`config.mk`:
```
export PLATFORM = sky130hd
export DESIGN_NAME = pipe_trace_emitter
export DESIGN_NICKNAME = d
export VERILOG_FILES = /design/src/rtl/pipe_trace_emitter.sv
export SDC_FILE = /design/constraint.sdc
export NUM_CORES = 2
export LEC_CHECK = 0
export CORE_ASPECT_RATIO = 1.25
export CORE_MARGIN = 1
export CORE_UTILIZATION = 39
export CTS_CLUSTER_SIZE = 28
export DETAILED_ROUTE_END_ITERATION = 8
export GPL_ROUTABILITY_DRIVEN = 0
export PLACE_DENSITY = 0.59
export SLEW_MARGIN = 10
export SYNTH_ARGS = -nofsm -noshare
export SYNTH_HDL_FRONTEND = slang
export SYNTH_SLANG_ARGS = --single-unit
```
`constraint.sdc`:
```
create_clock -name clk -period 18.9 [get_ports clk]
set_input_delay 3.78 -clock clk [delete_from_list [all_inputs] [get_ports clk]]
set_output_delay 3.78 -clock clk [all_outputs]
set_load 0.01 [all_outputs]
```
`src/rtl/pipe_trace_emitter.sv`:
```
// Per-cycle MIPS pipeline trace emitter: classifies samples, buffers them in a FIFO, halts at a cycle limit.
// Optional build macro TRACE_SKIP_NOP_EN: NOP samples are never recorded and never count as drops.
module pipe_trace_emitter #(
  parameter int DEPTH       = 16,
  parameter int CYCLE_LIMIT = 200
) (
  input  logic                     clk,
  input  logic                     rst,
  input  logic                     cap_en,
  input  logic [31:0]              pc,
  input  logic [5:0]               opcode,
  input  logic [5:0]               funct,
  input  logic [4:0]               rs,
  input  logic [4:0]               rt,
  input  logic [4:0]               rd,
  input  logic [31:0]              wd,
  output logic                     out_valid,
  input  logic                     out_ready,
  output logic [31:0]              out_pc,
  output logic [3:0]               out_cls,
  output logic [31:0]              out_wd,
  output logic [15:0]              out_cycle,
  output logic [$clog2(DEPTH):0]   count,
  output logic                     overflow,
  output logic                     halt
);
  localparam int AW = $clog2(DEPTH);
  localparam int RW = 32 + 4 + 32 + 16;
  localparam logic [AW:0] FULL_CNT = (AW+1)'(DEPTH);
  localparam logic [AW:0] PTR_ONE  = (AW+1)'(1);
  localparam logic [15:0] LIMIT    = 16'(CYCLE_LIMIT);

  logic [RW-1:0] mem [DEPTH];
  logic [AW:0]   wptr, rptr;
  logic [15:0]   cycle;
  logic [15:0]   cycle_nxt;
  logic [3:0]    cls;
  logic [31:0]   wd_masked;
  logic          full, empty, keep, push, pop, drop;
  logic [RW-1:0] head;

  always_comb begin
    cls = 4'd15;
    case (opcode)
      6'd0: begin
        case (funct)
          6'd32:   cls = 4'd1;
          6'd34:   cls = 4'd2;
          6'd36:   cls = 4'd3;
          6'd37:   cls = 4'd4;
          6'd25:   cls = 4'd6;
          6'd16:   cls = 4'd7;
          6'd18:   cls = 4'd8;
          6'd0:    cls = (rs == 5'd0 && rt == 5'd0 && rd == 5'd0) ? 4'd0 : 4'd5;
          default: cls = 4'd15;
        endcase
      end
      6'd35:   cls = 4'd9;
      6'd43:   cls = 4'd10;
      6'd4:    cls = 4'd11;
      6'd2:    cls = 4'd12;
      6'd8:    cls = 4'd13;
      6'd12:   cls = 4'd14;
      default: cls = 4'd15;
    endcase
  end

`ifdef TRACE_SKIP_NOP_EN
  assign keep = (cls != 4'd0);
`else
  assign keep = 1'b1;
`endif

  assign wd_masked = (opcode == 6'd0) ? wd : 32'd0;
  assign count     = wptr - rptr;
  assign full      = (count == FULL_CNT);
  assign empty     = (count == '0);
  assign cycle_nxt = cycle + 16'd1;

  // Handshake: a record transfers on any rising edge where out_valid && out_ready;
  // out_valid never depends on out_ready, and the head holds until it transfers.
  assign pop  = out_valid && out_ready;
  assign push = cap_en && !halt && keep && (!full || pop);
  assign drop = cap_en && !halt && keep && full && !pop;

  always_ff @(posedge clk or negedge rst) begin
    if (!rst) begin
      wptr     <= '0;
      rptr     <= '0;
      cycle    <= '0;
      overflow <= 1'b0;
      halt     <= 1'b0;
    end else begin
      if (!halt) begin
        cycle <= cycle_nxt;
        if (cycle_nxt == LIMIT) halt <= 1'b1;
      end
      if (push) wptr <= wptr + PTR_ONE;
      if (pop)  rptr <= rptr + PTR_ONE;
      if (drop) overflow <= 1'b1;
    end
  end

  // Storage carries no reset; empty-forcing below hides stale entries.
  always_ff @(posedge clk) begin
    if (push) mem[wptr[AW-1:0]] <= {pc, cls, wd_masked, cycle};
  end

  assign out_valid = !empty;
  assign head      = empty ? '0 : mem[rptr[AW-1:0]];
  assign out_pc    = head[RW-1 -: 32];
  assign out_cls   = head[RW-33 -: 4];
  assign out_wd    = head[RW-37 -: 32];
  assign out_cycle = head[15:0];
endmodule

```
==> results.cfg <==
[sta]
worstMarginPinSlew_ns = 1.132
skew_ns = 0.02942
tns_ns = 0
layout_min_cycle_time_ns = 10.29
fin_ws_ns = 8.610
final-hold-violation-count = 0
timing.fmax_ghz = 0.09718
drv_slew = 0
setup_viol = 0
relSlewSlack = 0.2455
rsz0062_at_grt = no
fin_crit_sh = 0.5445

[global_route]
track_usage = 0.1948
overflow = 0
grt_pass1_wl_mm = 194.9
grt_max_degree = 126
grtUsageMet2 = 0.3328
grt_antenna_before_repair = 13
use_met1 = 0.2496
grt_pass1_vias = 28411
grt_busiest_layer = met2
use_met3 = 0.03906

[worst_setup_path]
max_stage_delay_ns = 1.08
worst-setup-path-type = reg -> out
cp_max_fo = 125
worst-path-buf-inv = 4
slowest_stage = dfrtp_4
cp.required_ns = 15.12
path_common_cell = buf_4
endpoint_kind = primary output
worst_ep_arrival_time_ns = 6.51
crit_path_start_kind = flip-flop
cp_top_family = buffers and inverters
path_cells = buf_12 -> buf_4 -> buf_4 -> mux2i_1 -> o221ai_1 -> a21oi_1 -> nor3_1 -> clkdlybuf4s50_1
rrSetupSlack_ns = 13.22

[clock_network]
cts_num_sinks = 1372
cts-root-buf = clkbuf_16
ctsHoldBuffers = 0
ctsResizeCount = 0
clk_pin_slew_ns = 0.06
cts_setup_buffers = 0
cts_buffer_depth = 3
cts_tree = yes
clk_latency_ns = 0.76
h-tree-depth = 4
cts_buffers = 134

[cells_and_area]
drive_above_1_share = 0.1475
final_common_cell = edfxtp_1
layout_common_cells = 1344 x edfxtp_1, 337 x mux2i_1, 185 x clkdlybuf4s50_1
final_util = 0.4528
final_net_count = 3014
stdcell_count = 4772
area_growth_syn_to_layout_pct = 14.92

[floorplanning]
io_pins = 187
initial_core_util = 0.3940
dieArea_um2 = 138700
rows = 151
die_x_um = 333.4
die_h_um = 416.2
core_um2 = 135800

[yosys]
netlist_instances = 2699
synth_cell_types = 60
ys_ff_latch = 1372
ys.flop_type = edfxtp_1
ys_warn_count = 0
ys_seq_area_frac = 0.7671
syn_area_um2 = 53520
synth_edf_count = 1344
syn_area_per_cell_um2 = 19.83
synth-async-reset-ratio = 0.02041
synth.net_count = 2806

[drt]
wire_per_inst_um = 28.27
drt-vias-per-instance = 5.712
vias = 27260
drtPass1Iterations = 5
drt_iter0_markers = 2486
wl_mm = 134.9
route.detailed.drc = 0
postRouteAntennaNets = 0

[pwr]
powerDensity_nw_per_um2 = 155.3
peakVddDrop_v = 0.0001388
fin_total_pwr_w = 0.009550
power.leakage_nw = 20.09

[place]
post-place-cells = 4530
dpl.hpwl_mm = 67.50
dp_slack_ns = 9.088
portBuffers = 186

[hold_path]
worstHoldPathType = reg -> reg

[run]
drv_cap = 0

[outcome]
status = complete, no violations
## per-stage QoR
step	area, um^2	hold WS, ns
finish	61510	0.4933
global route	61510	0.5173
CTS	61500	0.4997
detailed placement	57270	0.4910
global placement	57270	0.4757
floorplan	53520	0.4604
## cell type report
type,count,area (um^2)
diodes,3,7.507
clock buffers,175,3580
clock inverters,64,653.1
fillers,11329,74330
inverters,15,61.31
multi-input cells,1155,11740
flip-flops and latches,1372,41070
well taps,1759,2201
repair buffers,229,2192
## cell usage after synthesis, drive strengths merged (11+ instances only)
| cell type | count | area [um^2] |
|---|---|---|
| and3 | 14 | 92.59 |
| ha | 11 | 137.6 |
| xnor2 | 15 | 131.4 |
| a21oi | 92 | 464.2 |
| mux4 | 168 | 3784 |
| dfrtp | 28 | 700.7 |
| nor3 | 98 | 600.6 |
| nand3 | 11 | 60.06 |
| xor2 | 12 | 105.1 |
| and2 | 36 | 225.2 |
| inv | 15 | 56.30 |
| edfxtp | 1344 | 40360 |
| o22ai | 85 | 531.8 |
| buf | 95 | 539.3 |
| nor2 | 22 | 82.58 |
| o221ai | 168 | 1471 |
| clkbuf | 62 | 232.7 |
| nand2 | 18 | 67.56 |
| mux2i | 337 | 3373 |
## cells by family (layout without fill, tap and decap cells)
family / after synthesis / after routing / synth area share
DFF: 1372 / 1372 / 0.7671
muxes: 508 / 508 / 0.1343
AOI/OAI and AO/OA: 373 / 373 / 0.04986
and+or+nand+nor: 235 / 235 / 0.02583
buffers and inverters: 172 / 483 / 0.01548
xor gates and xnor gates: 27 / 27 / 0.004418
adders and majority gates: 12 / 12 / 0.002945
other: 0 / 3 / 0
## sequential cells by signal (all words and copies together) (netlist names)
signal and cells:
halt 1, wptr 5, cycle 16, overflow 1, rptr 5, mem 1344
## path summary, 6_finish.rpt
kind / start / endpoint / cells after the start
setup / recovery: rptr[0] / out_cycle[6] / 8
hold / removal: overflow / overflow / 1
setup reg to reg: rptr[1] / mem[10][52] / 10
hold reg to reg: overflow / overflow / 1
max in group asynchronous: rst / rptr[1] / 1
min in group asynchronous: rst / cycle[8] / 1
## where the power goes
group          switching [W]  internal, W
clock network        0.00113      0.00146
registers           0.000147      0.00363
logic                0.00187      0.00131
## layer usage
| layer | part of all wire | up-vias | routed length [um] |
|---|---|---|---|
| li1 | - | 11733 | - |
| met1 | 0.41 | 14521 | 55720 |
| met2 | 0.51 | 791 | 68180 |
| met3 | 0.057 | 199 | 7754 |
| met4 | 0.024 | 16 | 3174 |
| met5 | 0.00068 | - | 92 |
Power figures use the tool's default switching activity.
